**config.mk**
```make
export PLATFORM = sky130hd
export DESIGN_NAME = shift_sequencer
export DESIGN_NICKNAME = d
export VERILOG_FILES = /design/src/rtl/shift_sequencer.sv
export SDC_FILE = /design/constraint.sdc
export NUM_CORES = 1
export LEC_CHECK = 0
export ABC_AREA = 1
export BUFFER_PORTS_ARGS = -buffer_cell sky130_fd_sc_hd__buf_4
export CORE_MARGIN = 2
export CORE_UTILIZATION = 56
export CTS_BUF_LIST = sky130_fd_sc_hd__clkbuf_8
export DETAILED_ROUTE_END_ITERATION = 8
export PLACE_DENSITY = 0.88
export SLEW_MARGIN = 20
export SYNTH_ARGS = -nofsm -noshare
export SYNTH_HDL_FRONTEND = slang
export SYNTH_SLANG_ARGS = --single-unit
```
**constraint.sdc**
```tcl
create_clock -name clk -period 1.4 [get_ports clk]
set_input_delay 0.07 -clock clk [delete_from_list [all_inputs] [get_ports clk]]
set_output_delay 0.07 -clock clk [all_outputs]
set_load 0.01 [all_outputs]
```
**src/rtl/shift_sequencer.sv**
```systemverilog
// Multi-cycle shift/rotate engine: one 1-bit LSL/LSR/ASR/ROL/ROR step per clock,
// amt steps per transaction, valid/ready on both command and result sides.
module shift_sequencer #(
  parameter int unsigned WIDTH = 8,
  parameter int unsigned AMT_W = 3
) (
  input  logic             clk,
  input  logic             rst,
  input  logic             in_valid,
  output logic             in_ready,
  input  logic [WIDTH-1:0] in_data,
  input  logic [2:0]       in_op,
  input  logic [AMT_W-1:0] in_amt,
  output logic             out_valid,
  input  logic             out_ready,
  output logic [WIDTH-1:0] out_data,
  output logic             out_err,
  output logic             busy
);

  localparam logic [2:0] OP_LSL = 3'd0;
  localparam logic [2:0] OP_LSR = 3'd1;
  localparam logic [2:0] OP_ASR = 3'd2;
  localparam logic [2:0] OP_ROL = 3'd3;
  localparam logic [2:0] OP_ROR = 3'd4;

  typedef enum logic [1:0] {
    IDLE  = 2'd0,
    SHIFT = 2'd1,
    DONE  = 2'd2
  } state_e;

  state_e           state_q, state_d;
  logic [WIDTH-1:0] data_q, data_d;
  logic [2:0]       op_q, op_d;
  logic [AMT_W-1:0] cnt_q, cnt_d;
  logic             err_q, err_d;
  logic             in_ready_q, in_ready_d;
  logic             out_valid_q, out_valid_d;
  logic             busy_q, busy_d;
  logic             in_legal_c;

  // Single 1-bit step of the selected operation.
  function automatic logic [WIDTH-1:0] step1(input logic [WIDTH-1:0] d,
                                             input logic [2:0] op);
    logic [WIDTH-1:0] r;
    case (op)
      OP_LSL:  r = {d[WIDTH-2:0], 1'b0};
      OP_LSR:  r = {1'b0, d[WIDTH-1:1]};
      OP_ASR:  r = {d[WIDTH-1], d[WIDTH-1:1]};
      OP_ROL:  r = {d[WIDTH-2:0], d[WIDTH-1]};
      OP_ROR:  r = {d[0], d[WIDTH-1:1]};
      default: r = d;
    endcase
    return r;
  endfunction

  assign in_legal_c = (in_op <= OP_ROR);

  // Next-state, datapath and registered-output decode.
  always_comb begin
    state_d = state_q;
    data_d  = data_q;
    op_d    = op_q;
    cnt_d   = cnt_q;
    err_d   = err_q;
    case (state_q)
      IDLE: begin
        if (in_valid && in_ready_q) begin
          data_d = in_data;
          op_d   = in_op;
          cnt_d  = in_amt;
          err_d  = !in_legal_c;
          if (in_legal_c && (in_amt != '0)) state_d = SHIFT;
          else                              state_d = DONE;
        end
      end
      SHIFT: begin
        data_d = step1(data_q, op_q);
        cnt_d  = cnt_q - AMT_W'(1);
        if (cnt_q == AMT_W'(1)) state_d = DONE;
      end
      DONE: begin
        if (out_ready) state_d = IDLE;
      end
      default: state_d = IDLE;
    endcase
    in_ready_d  = (state_d == IDLE);
    out_valid_d = (state_d == DONE);
    busy_d      = (state_d != IDLE);
  end

  always_ff @(posedge clk) begin
    if (rst) begin
      state_q     <= IDLE;
      data_q      <= '0;
      op_q        <= '0;
      cnt_q       <= '0;
      err_q       <= 1'b0;
      in_ready_q  <= 1'b1;
      out_valid_q <= 1'b0;
      busy_q      <= 1'b0;
    end else begin
      state_q     <= state_d;
      data_q      <= data_d;
      op_q        <= op_d;
      cnt_q       <= cnt_d;
      err_q       <= err_d;
      in_ready_q  <= in_ready_d;
      out_valid_q <= out_valid_d;
      busy_q      <= busy_d;
    end
  end

  assign in_ready  = in_ready_q;
  assign out_valid = out_valid_q;
  assign out_data  = data_q;
  assign out_err   = err_q;
  assign busy      = busy_q;

endmodule

```
Word level (Yosys, flattened, before mapping)
Index checks and enable logic that the tools add are counted.
Widths: inputs -> output; s select.
{ "word_totals": {"regBits": 20, "elab_cells": 46, "inputBits": 18, "output_inout_bits": 12} }
{ "op_classes": {"n_eq_ne": 12, "n_reduce_logical": 13, "addsub": 1, "n_mux": 10, "magnitude_cmp": 1} }
{ "ops": {"columns": ["cell", "count"], "rows": [
  ["$pmux 8 s5", 1],
  ["$pmux 8 s2", 1],
  ["$mux 2", 4],
  ["$mux 8", 1],
  ["$eq 3x1->1 const B", 2],
  ["$eq 3x2->1 const B", 2],
  ["$ne 6x1->1 const B", 1],
  ["$pmux 2 s3", 1],
  ["$pmux 3 s2", 1],
  ["$ne 5x1->1 const B", 1],
  ["$eq 2x2->1 const B", 2],
  ["$logic_not 2->1", 2],
  ["$ne 2x2->1 const B", 2],
  ["$reduce_and 2->1", 2],
  ["$reduce_and 4->1", 1],
  ["$reduce_bool 2->1", 2],
  ["$eq 3x3->1 const B", 1],
  ["$le 3x3->1 const B", 1],
  ["$logic_not 3->1", 1],
  ["$mux 3", 1],
  ["$reduce_and 3->1", 1],
  ["$reduce_bool 3->1", 1],
  ["$sub 3x1->3 const B", 1],
  ["$eq 2x1->1 const B", 1],
  ["2 further kinds", 3]
]} }

Depth between registers and ports, before layout
Gate-level depths: netlist (run 1).
{ "logic_depth": {"ltp_word": 6, "depth_mapped": 9} }

Least setup slack after synthesis (run 1)
OpenSTA, ideal clock, no wires.
{ "synth_timing": {"path_kind": "reg2reg", "startpoint": "register op_q[1]", "endpoint": "register data_q[5], in the netlist out_data[5]", "setup_ns": 0.118, "stages_incl_launch_ff": 9, "arrival_time_ns": 1.015, "setup_slack_ns": 0.267, "period_less_slack_ns": 1.133, "required_ns": 1.282, "path_buffers": 1, "cell_sequence": "dfxtp_1 > buf_6 > inv_6 > nand2_4 > nand3_4 > nand2_8 > inv_6 > o21ai_1 > a21oi_2"} }
{ "synth_between": {"elab_chain_len": 3} }
{ "synth_rtl": {"columns": ["element", "line", "rtl"], "rows": [
  ["from (decl)", "35", "logic [2:0] op_q, op_d;"],
  ["from (signal assigned)", "106", "op_q <= op_d;"],
  ["$eq 3x3->1 (tied with other cells)", "47", "case (op)"],
  ["$pmux 8 s5 / $ne 6x1->1 (equally long branches)", null, null],
  ["$pmux 8 s2 / $reduce_and 3->1 (equally long branches)", null, null],
  ["to (signal assigned)", "105", "data_q <= data_d;"],
  ["to (decl)", "34", "logic [WIDTH-1:0] data_q, data_d;"]
]} }
Several ways; a longest one is shown, not always the timed one.
A chain may end at the register's enable or synchronous reset.

Worst setup path in the final report (run 1)
{ "layout_timing": {"startpoint": "register state_q[1]", "endpoint": "register data_q[1], in the netlist out_data[1]"} }
{ "layout_between": {"elab_chain_len": 3} }
{ "layout_rtl": {"columns": ["element", "line", "rtl"], "rows": [
  ["from (decl)", "33", "state_e state_q, state_d;"],
  ["from (signal assigned)", "104", "state_q <= state_d;"],
  ["$eq 2x1->1 / $logic_not 2->1 (equally long branches)", "67", "case (state_q)"],
  ["$ne 6x1->1 (no source line) (tied with other cells)", null, null],
  ["$reduce_and 3->1 (no source line)", null, null]
]} }
Several ways; a longest one is shown, not always the timed one.

==> out/metrics.csv, run 1 <==
stage;metric;value;unit
setup_path;Critical Path RT;1.55;ns
cts;CTS HTree Levels;1;
worst_hold_path;WHS Endpoint;out_data[3];
run_status;status;complete, no violations;
synth;sequential fraction of the synthesis area;29.3;%
power;Static Leakage;0.757;nW
setup_path;Worst R2R Path Depth;6;
sta;Hold WS;0.0579;ns
floorplan;Std-Cell Rows;17;
floorplan;Initial Util;60.7;%
floorplan;DIE AREA;2850;sq um
final_layout;P&R area growth vs syn;23.0;%
synth;post-synthesis cell area;1370;sq um
grt;total gr overflow;0;
cts;root buffer cell;clkbuf_8;
worst_hold_path;Hold Startpoint;rst;
placed_design;routability-driven placement congestion ratio;0.926;
sta;RSZ-0062 raised after global routing;false;
drt;initial drt markers;62;
floorplan;Core Footprint;2250;sq um
cts;number of clock sinks;20;
cts;clock-pin slew on the worst setup and hold paths;0.08;ns
cts;clock buffer count from CTS;3;
final_layout;most frequent cells in the layout;nand2_1 (47), buf_4 (33), dfxtp_1 (18), nand4_1 (15), nor2_1 (14);
grt;largest net degree at the start of global routing;15;
synth;Synthesized Nets;208;
placed_design;post-DP HPWL;2530;um
sta;final slew viol count;0;
setup_path;r2r setup slk;0.12;ns
sta;Slew HR;77.0;%
final_layout;final net count;241;
synth;syn_area_per_cell;7.27;sq um
power;peak supply drop;0.779;mV
drt;via/cell ratio;5.96;
drt;drt total wl;3490;um
setup_path;maximum fanout along the worst path;10;
sta;Setup-failing EPs final;0;
floorplan;Top Ports;30;
sta;Final Hold Vio Count;0;
job;Max-cap violations;0;
grt;global-route wire length before repair;5640;um
floorplan;chip height;53.4;um
sta;Clock Skew;0.00678;ns
synth;Yosys cell types;28;
grt;vias in the first global route;1282;
worst_hold_path;Hold Path Depth;2;
power;Final Power;2.18;mW
sta;fmax;782;MHz
drt;via count;1477;
synth;Synth Instances;188;
placed_design;dpl ws;0.0596;ns
final_layout;leading cell type in the layout, fill and taps excluded;nand2_1;
power;power per cell area;1300;nW/um^2
setup_path;CP Launch Type;flip-flop;
drt;# DRC;0;
final_layout;layout cells sized above 1;31.8;%
sta;min cycle time layout;1.28;ns
setup_path;r2r endpoint;out_data[1];
setup_path;worst endpoint data arrival time;1.43;ns
drt;ANT nets after route;0;
cts;CTS Buffer Depth;2;
grt;GR Util All Layers;27.3;%
drt;detailed-router iteration count before antenna repair;4;
setup_path;crit end category;flip-flop;
cts;Worst-Skew Late Latency;0.26;ns
synth;Synth Warn #;0;
setup_path;Setup CP Type;reg -> reg;
grt;initial antenna violation count;0;
sta;Slew @ Worst Pin;0.342;ns
drt;routed len/inst;14.1;um
sta;Final WS setup;0.122;ns
floorplan;chip width;53.4;um
sta;Final Cycle Share;91.3;%
worst_hold_path;Min-Delay Path Class;in -> reg;
placed_design;Port Buffers;29;
setup_path;RR Startpoint;state_q[1];
final_layout;Antenna diodes;0;
cts;CTS tree;yes;
sta;final setup TNS;0;ns
synth;#FFs+latches synth;20;
power breakdown:
part | leakage, nW | internal [mW] | switching, mW | total [mW]
registers | 0.166 | 0.662 | 0.118 | 0.780
clock network | 0.0357 | 0.382 | 0.203 | 0.585
logic | 0.555 | 0.323 | 0.490 | 0.813
synthesized netlist by cell type:
| library cell | n | share of area (%) |
|---|---|---|
| nand2_1 | 47 | 13 |
| dfxtp_1 | 20 | 29 |
| nand4_1 | 15 | 6.9 |
| nor2_1 | 14 | 3.8 |
| nand3_1 | 13 | 4.8 |
| a21oi_1 | 12 | 4.4 |
| inv_1 | 10 | 2.7 |
| a21oi_2 | 9 | 5.8 |
| o21ai_0 | 9 | 3.3 |
| nand2_4 | 5 | 4.1 |
| o21ai_1 | 5 | 1.8 |
| buf_6 | 4 | 3.3 |
| inv_2 | 3 | 0.82 |
| a31oi_1 | 2 | 0.91 |
| ha_1 | 2 | 1.8 |
| inv_6 | 2 | 1.3 |
| nand3_4 | 2 | 2.6 |
| nor2_2 | 2 | 0.91 |
| nor2_4 | 2 | 1.6 |
| o21ai_2 | 2 | 1.3 |
| a211oi_1 | 1 | 0.55 |
| buf_2 | 1 | 0.37 |
| clkbuf_1 | 1 | 0.27 |
| inv_4 | 1 | 0.46 |
| nand2_8 | 1 | 1.5 |
| nor2_8 | 1 | 1.5 |
| o211ai_1 | 1 | 0.55 |
| o31ai_1 | 1 | 0.55 |
registers in the layout (all words and copies together) (netlist names):
register and flops:
in_ready 1, out_data 8, out_err 1, state_q 2, op_q 3, out_valid 1
cnt_q 3, busy 1
final cells by class:
cell class	instances	area, sq um
multi-input cells	146	841
fillers	184	573
flip-flops and latches	20	403
repair buffers	34	259
inverters	16	72.6
clock buffers	3	41.3
well taps	28	35.0
clock inverters	1	30.0
kinds of logic after synthesis:
kind of cell | synth area share (%)
compound gates | 19.1
fa+ha+maj | 1.83
buf+inv | 9.24
flops | 29.3
simple gates | 40.5
metrics by stage:
step,utilization (%),cell area [sq um],std cells
floorplan,-,1370,188
global placement,71.1,1600,244
detailed placement,71.1,1600,244
CTS,74.3,1680,248
global route,74.6,1680,248
finish,74.6,1680,248
worst max-delay path: stages, from the launching register on:
cell     delay, ns
dfxtp_1       0.35
nor2_1        0.20
nand2_4       0.15
nand2_4       0.12
nand2_8       0.09
a21oi_1       0.17
a21oi_2       0.08
how the worst max path moves through the flow:
stage                          start     endpoint  slack [ns]  cells past startpoint
final                     state_q[1]  out_data[1]        0.12                      6
after detailed placement     op_q[1]  out_data[4]        0.06                      8
after global routing         op_q[0]  out_data[5]        0.02                      9
after floorplan              op_q[1]  out_data[5]        0.27                      8
after CTS                    op_q[1]  out_data[4]        0.04                      8
after global placement       op_q[1]  out_data[4]        0.11                      8
layer usage:
layer	routed length, um	up-vias	share of wire, %	track usage [%]
li1	-	708	-	-
met1	1380	689	40	34.9
met2	1700	74	49	44.2
met3	361	6	10	5.65
met4	55	0	1.6	11.1
met5	0	-	0	0
timing repair:
action	CTS	global route
hold buffers	0	0
resized for setup	0	3
setup buffers	0	0
setup endpoints to repair	0	7
No activity file was read; power rests on OpenSTA's default activity.
==> run 2, diff against run 1 <==
Clock period 1.4 ns to 1.2 ns, I/O delays scaled along.
==> run 2 against run 1 <==
- count of clock-buffer cells in the layout unchanged
- fmax decreased by 7.6%
- final cell count is 4.8% higher
- utilization increased by 15 points
- clock skew shrank 0.0044 ns
- critical path depth increased by 2
- critical endpoint is now out_data[5]
- the flow now finishes with violations (negative setup slack)
==> out/metrics.csv, run 2 (same netlist as run 1, synthesis figures left out) <==
stage;metric;value;unit
worst_hold_path;Min-Delay Path Class;in -> reg;
drt;routed len/inst;22.8;um
sta;Slew @ Worst Pin;0.496;ns
power;Static Leakage;0.854;nW
power;power per cell area;1520;nW/um^2
grt;grt met1 use;42.1;%
final_layout;most frequent cells in the layout;nand2_1 (44), buf_4 (37), nand4_1 (15), dfxtp_1 (13);
cts;clock buffer count from CTS;3;
setup_path;Critical Path RT;1.37;ns
final_layout;P&R area growth vs syn;47.9;%
cts;Worst-Skew Late Latency;0.27;ns
cts;CTS Buffer Depth;2;
floorplan;Top Ports;30;
sta;Final Hold Vio Count;0;
final_layout;max FFs per register;8;
sta;final slew viol count;0;
cts;CTS HTree Levels;1;
job;Max-cap violations;0;
grt;GR Util All Layers;37.0;%
cts;CTS hold repair buffers;0;
setup_path;maximum fanout along the worst path;12;
drt;via/cell ratio;6.98;
sta;Slew HR;66.7;%
final_layout;post-route cell area;2020;sq um
drt;via count;1815;
grt;global-route wire length before repair;7490;um
floorplan;chip height;53.4;um
grt;vias in the first global route;1598;
drt;detailed-router iteration count before antenna repair;8;
floorplan;Initial Util;60.7;%
final_layout;post-layout util;89.7;%
cts;CTS tree;yes;
sta;Setup-failing EPs final;14;
setup_path;crit end category;flip-flop;
drt;initial drt markers;159;
grt;total gr overflow;0;
placed_design;post-DP HPWL;2640;um
floorplan;Std-Cell Rows;17;
sta;Final Cycle Share;115;%
floorplan;chip width;53.4;um
power;peak supply drop;1.34;mV
final_layout;leading cell type in the layout, fill and taps excluded;nand2_1;
sta;fmax;722;MHz
final_layout;layout cells sized above 1;48.3;%
run_status;status;complete, but fails checks;
drt;drt total wl;5920;um
grt;GR Util met2;62.1;%
floorplan;DIE AREA;2850;sq um
sta;RSZ-0062 raised after global routing;true;
sta;Final WS setup;-0.184;ns
sta;Clock Skew;0.00233;ns
setup_path;CP Launch Type;flip-flop;
run_status;violated checks;negative setup slack;
grt;grt met3 use;8.47;%
grt;GR peak layer;met2;
placed_design;dpl cell area;1640;sq um
grt;largest net degree at the start of global routing;15;
cts;number of clock sinks;20;
final_layout;Antenna diodes;0;
floorplan;Core Footprint;2250;sq um
placed_design;Port Buffers;29;
drt;# DRC;0;
setup_path;Setup CP Type;reg -> reg;
sta;final setup TNS;-1.25;ns
placed_design;dpl ws;-0.0545;ns
setup_path;worst endpoint data arrival time;1.56;ns
grt;initial antenna violation count;0;
final_layout;final net count;253;
cts;root buffer cell;clkbuf_8;
placed_design;routability-driven placement congestion ratio;1.00;
cts;clock-pin slew on the worst setup and hold paths;0.08;ns
sta;Hold WS;0.0528;ns
drt;ANT nets after route;0;
sta;min cycle time layout;1.38;ns
==> run 2: worst paths after layout <==
| path | cells past startpoint | endpoint | slack [ns] | from |
|---|---|---|---|---|
| hold reg to reg | 2 | out_err | 0.50 | out_err |
| hold / removal | 2 | out_data[3] | 0.05 | rst |
| setup reg to reg | 8 | out_data[5] | -0.18 | op_q[2] |
| setup / recovery | 8 | out_data[5] | -0.18 | op_q[2] |
==> run 2: where the power goes <==
group / internal [mW] / switching (mW)
Clock: 0.447 / 0.264
Combinational: 0.583 / 0.843
Sequential: 0.778 / 0.170
Total: 1.81 / 1.28
==> run 2: layout make-up <==
type	count	area [sq um]
repair buffers	44	408
clock inverters	1	30.0
flip-flops and latches	20	414
well taps	28	35.0
multi-input cells	148	1010
clock buffers	3	41.3
fillers	110	231
inverters	16	82.6
==> run 2: worst max-delay path, stage by stage, from the launching register on <==
cell and delay, ns:
dfxtp_1 0.36, buf_4 0.24, nor2_4 0.09, nand2_1 0.09, nand2_1 0.06, nor2_1 0.17
nand2_1 0.11, nand2_1 0.10, a21oi_2 0.05
==> run 2: what timing repair did <==
action	CTS	global route
setup buffers	5	2
pin swaps	7	10
gates resized for setup	19	39
gates cloned	2	1
setup endpoints to repair	14	15
==> run 2: stage by stage <==
stage	power (mW)	instances
final	3.08	260
after detailed placement	1.89	246
after floorplan	1.56	188
after global routing	3.18	260
after global placement	1.85	246
after CTS	2.73	257
==> run 2: per-layer routing <==
layer | part of all wire [%] | vias to the layer above | wire length, um
li1 | - | 743 | -
met1 | 33 | 805 | 1970
met2 | 46 | 186 | 2690
met3 | 10 | 81 | 616
met4 | 11 | 0 | 633
met5 | 0 | - | 0
